$ cat config.mk
export PLATFORM = sky130hd
export DESIGN_NAME = seq_div16x8
export DESIGN_NICKNAME = d
export VERILOG_FILES = /design/src/rtl/seq_div16x8.sv
export SDC_FILE = /design/constraint.sdc
export NUM_CORES = 1
export LEC_CHECK = 0
export ABC_CLOCK_PERIOD_IN_PS = 3710
export CAP_MARGIN = 20
export CORE_ASPECT_RATIO = 0.8
export CORE_UTILIZATION = 57
export DETAILED_ROUTE_END_ITERATION = 12
export MAX_ROUTING_LAYER = met4
export PLACE_DENSITY = 0.83
export SYNTH_ARGS = -nofsm -noshare
export SYNTH_HDL_FRONTEND = slang
export SYNTH_SLANG_ARGS = --single-unit
$ cat constraint.sdc
create_clock -name clk -period 3.71 [get_ports clk]
set_clock_uncertainty 0.05 [all_clocks]
set_input_delay 0.742 -clock clk [delete_from_list [all_inputs] [get_ports clk]]
set_output_delay 0.742 -clock clk [all_outputs]
set_load 0.01 [all_outputs]
$ cat src/rtl/seq_div16x8.sv
// Purpose : iterative restoring divider, unsigned DW-bit dividend by VW-bit divisor -> quotient + remainder.
// Latency : result valid 17 cycles after accept (DW+1), 1 cycle for divide-by-zero; one op every DW+2 cycles.
// Backpress: single op in flight; in_ready low from accept until the result is taken; result held until out_ready.
//
// Ports:
//   clk, rst_n               rising-edge clock, asynchronous active-low reset
//   in_valid/in_ready        operation handshake, carries dividend[DW] and divisor[VW]
//   out_valid/out_ready      result handshake, carries quotient[DW], remainder[VW], div_by_zero
module seq_div16x8 #(
    parameter int DW = 16,
    parameter int VW = 8
) (
    input  logic          clk,
    input  logic          rst_n,
    input  logic          in_valid,
    output logic          in_ready,
    input  logic [DW-1:0] dividend,
    input  logic [VW-1:0] divisor,
    output logic          out_valid,
    input  logic          out_ready,
    output logic [DW-1:0] quotient,
    output logic [VW-1:0] remainder,
    output logic          div_by_zero
);

    localparam int CW = (DW > 1) ? $clog2(DW) : 1;

    typedef enum logic [1:0] {
        IDLE = 2'd0,
        RUN  = 2'd1,
        DONE = 2'd2
    } state_t;

    state_t        state;
    logic [DW-1:0] dvd;     // dividend bits shift out the top, quotient bits shift in at the bottom
    logic [VW-1:0] dsr;     // latched divisor
    logic [VW-1:0] pr;      // partial remainder; always < divisor between iterations
    logic [CW-1:0] count;

    // One restoring step. The shifted partial remainder is VW+1 bits so the
    // compare cannot overflow; after a successful subtract the result is
    // < divisor, so the low VW bits of the difference are exact.
    logic [VW:0]   pr_shift;
    logic          take;
    logic [VW-1:0] pr_next;
    logic [DW-1:0] dvd_next;

    always_comb begin
        pr_shift = {pr, dvd[DW-1]};
        take     = (pr_shift >= {1'b0, dsr});
        pr_next  = take ? (pr_shift[VW-1:0] - dsr) : pr_shift[VW-1:0];
        dvd_next = {dvd[DW-2:0], take};
    end

    always_ff @(posedge clk or negedge rst_n) begin
        if (!rst_n) begin
            state       <= IDLE;
            in_ready    <= 1'b1;
            out_valid   <= 1'b0;
            quotient    <= '0;
            remainder   <= '0;
            div_by_zero <= 1'b0;
            dvd         <= '0;
            dsr         <= '0;
            pr          <= '0;
            count       <= '0;
        end else begin
            case (state)
                IDLE: begin
                    // in_ready is always 1 here, so in_valid alone is the accept
                    if (in_valid) begin
                        dvd      <= dividend;
                        dsr      <= divisor;
                        pr       <= '0;
                        count    <= CW'(DW - 1);
                        in_ready <= 1'b0;
                        if (divisor == '0) begin
                            // skip iteration: saturated quotient, dividend low bits as remainder
                            state       <= DONE;
                            quotient    <= '1;
                            remainder   <= dividend[VW-1:0];
                            div_by_zero <= 1'b1;
                            out_valid   <= 1'b1;
                        end else begin
                            state <= RUN;
                        end
                    end
                end

                RUN: begin
                    pr    <= pr_next;
                    dvd   <= dvd_next;
                    count <= count - CW'(1);
                    if (count == '0) begin
                        // outputs load only here so they stay stable outside DONE
                        state       <= DONE;
                        quotient    <= dvd_next;
                        remainder   <= pr_next;
                        div_by_zero <= 1'b0;
                        out_valid   <= 1'b1;
                    end
                end

                DONE: begin
                    if (out_ready) begin
                        state     <= IDLE;
                        out_valid <= 1'b0;
                        in_ready  <= 1'b1;
                    end
                end

                default: begin
                    state     <= IDLE;
                    out_valid <= 1'b0;
                    in_ready  <= 1'b1;
                end
            endcase
        end
    end

endmodule

# Yosys cells after proc, flatten, opt, wreduce, memory -nomap -nowiden
# Index checks and enable logic that the tools add are counted.
[op_classes]
bitwise_logic = 1
mux = 30
eq_ne = 6
reduce_logical = 10
order_cmp = 1
n_addsub = 2
[op_table]
columns = ["op", "n"]
rows = [
  ["$mux W16", 4],
  ["$pmux W16 S2", 2],
  ["$mux W8", 5],
  ["$pmux W8 S2", 2],
  ["$ge A9 B8 Y1", 1],
  ["$logic_not A8 Y1", 1],
  ["$mux W2", 4],
  ["$ne A2 B2 Y1 const B", 4],
  ["$pmux W4 S2", 1],
  ["$reduce_and A4 Y1", 2],
  ["$sub A8 B8 Y8", 1],
  ["$mux W1", 7],
  ["$pmux W1 S3", 2],
  ["$pmux W2 S3", 1],
  ["$reduce_and A3 Y1", 2],
  ["$logic_not A4 Y1", 1],
  ["$mux W4", 1],
  ["$reduce_and A2 Y1", 2],
  ["$sub A4 B1 Y4 const B", 1],
  ["$eq A2 B1 Y1 const B", 1],
  ["$eq A2 B2 Y1 const B", 1],
  ["$logic_not A2 Y1", 1],
  ["$pmux W1 S2", 1],
  ["$reduce_bool A2 Y1", 1],
  ["$not A1 Y1", 1],
]
[word_totals]
reg_bits = 65
output_inout_bits = 27
inputBits = 28
word_cells = 60

# Longest topological paths before layout
[logic_depth]
ltp_word = 4
mapped_depth = 9
depth_no_buf = 9

# Worst setup path after synthesis
# Ideal clock, no wire load.
[synth_timing]
path_kind = "in2reg"
startpoint = "input port divisor[5]"
endpoint = "register remainder[6]"
arrival_ps = 1848
setup_time_ps = 128
setup_slack_ps = 1684
stages = 6
path_buffers = 1
required_time_ps = 3532
cell_sequence = "nor4_1 > and3_1 > buf_6 > nor2_4 > nor4_2 > nor3_2"
[synth_between]
elab_chain_len = 3
[synth_rtl]
columns = ["item", "line", "source"]
rows = [
  ["start, declared", "18", "input logic [VW-1:0] divisor,"],
  ["$logic_not A8 Y1", "77", "if (divisor == '0) begin"],
  ["$ne A2 B2 Y1 (no source line)", "-", ""],
  ["$reduce_and A4 Y1 (no source line)", "-", ""],
  ["end signal, assigned", "81", "remainder <= dividend[VW-1:0];"],
  ["end signal, assigned", "98", "remainder <= pr_next;"],
  ["end, declared", "22", "output logic [VW-1:0] remainder,"],
]
# Every way passes these cells.
# A chain may end at the register's enable or synchronous reset.

# Worst setup path in the final report
[layout_timing]
startpoint = "input port divisor[1]"
endpoint = "register remainder[6]"
# Same word-level chain as after synthesis.

==> results.py <==
metrics = {
    "power_and_ir_drop": {
        "total_power_mw": 3.98,
        "seq_power_share": 0.327,
        "p_per_area_nw_per_um2": 998,
        "leakage_nw": 1.69,
        "ir_drop_mv": 0.497,
        "p_comb_frac": 0.521,
        "pwr-share-clk": 0.152,
        "cellInternalPower_mw": 2.37,
        "p_switching_mw": 1.61,
        "power.share.switching": 0.405,
    },
    "drt": {
        "wl_per_cell_um": 16.4,
        "first_iter_violations": 210,
        "viasPerCell": 5.68,
        "dr.pass1.iters": 6,
        "ant_nets": 0,
        "vias": 2503,
        "postRouteWirelength_um": 7220,
        "drc": 0,
    },
    "logic_synthesis": {
        "synthCells": 304,
        "synth_warnings": 0,
        "synthArstFlopShare": 1.00,
        "synthAdderAreaFrac": 0.0414,
        "synth_edf_count": 0,
        "synth.distinct_cells": 49,
        "synth_seq_area_share": 0.508,
        "syn_avg_cell_area_um2": 10.5,
        "synth-xor-area-share": 0.00820,
        "synth_top_family_by_area": "compound AO/OA/AOI/OAI gates",
        "synthFlopType": "dfrtp_1",
        "synth_compound_area_frac": 0.198,
        "synth.cell_area_um2": 3200,
        "synth_mux_area_frac": 0.0668,
        "synth_seq_cells": 65,
        "syn-num-nets": 342,
        "yosys.area_share.simple": 0.133,
    },
    "timing": {
        "report.final.slew_viol_count": 0,
        "fin_hold_ws_ns": 0.429,
        "fin_crit_sh": 0.744,
        "rsz0062_at_grt": "false",
        "finalCriticalPeriod_ns": 2.76,
        "slew_headroom": 0.454,
        "setup_viol": 0,
        "hold_viol_final": 0,
        "finalSetupTns_ns": 0,
        "tightest_slew_ns": 0.818,
        "worst_slack_ns": 0.948,
        "fmaxAchievable_mhz": 362,
    },
    "critical_path": {
        "path_depth": 6,
        "crit_buf_inv": 1,
        "rrSetupSlack_ns": 1.18,
        "end_kind": "flip-flop",
        "cp-startpoint": "divisor[1]",
        "crit_chain": "clkdlybuf4s50_1 > nor4_1 > and3_1 > nor2_4 > nor4_2 > nor3_2",
        "rr_endpoint": "pr[4]",
        "worst_r2r_path_depth": 6,
        "path_max_fanout": 9,
        "required_ns": 3.88,
        "cp_data_arrival_time_ns": 2.94,
        "cp_slowest_stage_delay_ns": 0.66,
        "critPathTopFamily": "simple AND/OR/NAND/NOR gates",
        "cp_slowest_cell": "nor4_1",
        "timing.rr.start": "pr[5]",
        "crit_type": "primary input to flip-flop",
        "worstSetupEndpoint": "remainder[6]",
        "startpoint_type": "primary input",
    },
    "floorplanning": {
        "die_area_um2": 5930,
        "chipHeight_um": 69.1,
        "fp.coreArea_um2": 5440,
        "initial_core_util": 0.590,
        "fp-row-count": 24,
        "die_w_um": 85.8,
        "ioPinCount": 55,
    },
    "clock_tree": {
        "clock_latency_ns": 0.35,
        "cts-resized-gates": 0,
        "post_cts_buffers": 0,
        "clock_path_buffers": 2,
        "cts_root_buf": "clkbuf_8",
        "cts_tree": "yes",
        "cts_buffers": 9,
        "clock_sinks": 65,
        "cts.clk_slew.worst_paths_ns": 0.07,
        "cts_htree_levels": 3,
        "ctsHoldBuffers": 0,
    },
    "final_layout": {
        "diodes": 0,
        "layout_commonest_cell": "dfrtp_1",
        "nFillCells": 396,
        "final_area_um2": 3980,
        "drive_gt1_frac": 0.105,
        "mostFrequentLayoutCells": "dfrtp_1, clkdlybuf4s50_1, nand2_1",
        "multi_input_area_um2": 1440,
        "nets": 396,
        "area_delta_synth_final_pct": 24.3,
        "seq_area_um2": 1630,
    },
    "global_route": {
        "grt_pass1_vias": 2388,
        "track_usage": 0.280,
        "grt_overflow": 0,
        "use_met1": 0.391,
        "grt_max_degree": 66,
        "use_met3": 0.0731,
        "grt_first_pass_wirelength_um": 12000,
        "antenna_found_initial": 0,
        "grt_use_met2": 0.393,
        "grt_busiest_layer": "met2",
    },
    "place": {
        "gp_congestion": 0.872,
        "io_buffers": 54,
        "placed_area_um2": 3790,
        "hpwl_um": 4850,
        "place_ws_ns": 0.672,
    },
    "outcome": {
        "outcome": "finished clean",
    },
    "flow_run": {
        "maxCapViolCount": 0,
    },
    "min_path": {
        "hold_path_class": "flip-flop to flip-flop",
    },
}
-- power groups by stage --
stage               combinational [mW]  clock, mW  sequential, mW
floorplan                         1.39          0            1.32
global placement                  1.99          0            1.29
detailed placement                2.05          0            1.31
CTS                               2.08      0.611            1.30
global route                      2.29      0.639            1.34
finish                            2.07      0.604            1.30
-- how the worst min path moves through the flow --
stage / start / to / cells after the start
after floorplan: rst_n / count[0] / 0
after global placement: div_by_zero / div_by_zero / 2
after detailed placement: div_by_zero / div_by_zero / 2
after CTS: div_by_zero / div_by_zero / 2
after global routing: div_by_zero / div_by_zero / 2
final: div_by_zero / div_by_zero / 2
-- sequential cells by signal, indices dropped and copies added, names as in the netlist --
signal / flops
quotient: 16
div_by_zero: 1
count: 4
state: 2
out_valid: 1
in_ready: 1
dvd: 16
dsr: 8
pr: 8
remainder: 8
-- routing by layer --
| metal | vias to the layer above | share of wire | routed length [µm] |
|---|---|---|---|
| li1 | 1197 | - | - |
| met4 | 0 | 0.018 | 133 |
| met2 | 84 | 0.47 | 3360 |
| met1 | 1209 | 0.47 | 3360 |
| met3 | 13 | 0.050 | 364 |
| met5 | - | 0 | 0 |
-- Yosys cell counts, types with 2 or more instances --
master / instances / share of area
a31oi_1: 3 / 0.0059
inv_1: 14 / 0.016
a21oi_1: 8 / 0.012
o21ai_0: 27 / 0.042
a211o_1: 2 / 0.0055
nor2_1: 12 / 0.014
nand2_1: 42 / 0.049
nor3_1: 6 / 0.0094
o22a_1: 15 / 0.041
o21a_1: 2 / 0.0047
o22ai_1: 6 / 0.012
clkbuf_1: 8 / 0.0094
ha_1: 9 / 0.035
dfrtp_1: 64 / 0.50
buf_2: 5 / 0.0078
nor2b_1: 3 / 0.0059
nor4_1: 2 / 0.0039
xnor2_1: 3 / 0.0082
nand2b_1: 3 / 0.0059
mux2_2: 3 / 0.011
mux2i_1: 18 / 0.056
nand3_1: 5 / 0.0078
nor2_4: 3 / 0.011
a211oi_1: 3 / 0.0070
a22oi_1: 8 / 0.019
o21ai_1: 6 / 0.0094
buf_6: 2 / 0.0070
-- cells by family after synthesis --
| family | count (synthesis) |
|---|---|
| adder cells (fa/ha/maj) | 10 |
| XOR/XNOR | 3 |
| flip-flops | 65 |
| multiplexers | 21 |
| AND/OR/NAND/NOR | 84 |
| AO/OA/AOI/OAI | 91 |
| buffers and inverters | 30 |
-- worst register-to-register path, cell delays in order, from the launching register on --
cell     delay (ns)
dfrtp_1        0.43
ha_1           0.38
a21oi_1        0.19
o21ai_0        0.18
nor3_4         0.62
mux2i_1        0.40
o22ai_1        0.14
-- layout make-up --
class	count	share of cell area
flip-flops and latches	65	0.409
multi-input cells	209	0.360
repair buffers	59	0.144
clock buffers	10	0.0320
well taps	78	0.0245
clock inverters	6	0.0173
inverters	14	0.0132
-- through the flow --
stage | cells | utilization
final | 441 | 0.733
after global routing | 441 | 0.733
after CTS | 441 | 0.733
after detailed placement | 425 | 0.697
after global placement | 425 | 0.697
after floorplan | 304 | -
Power figures use the tool's default switching activity.
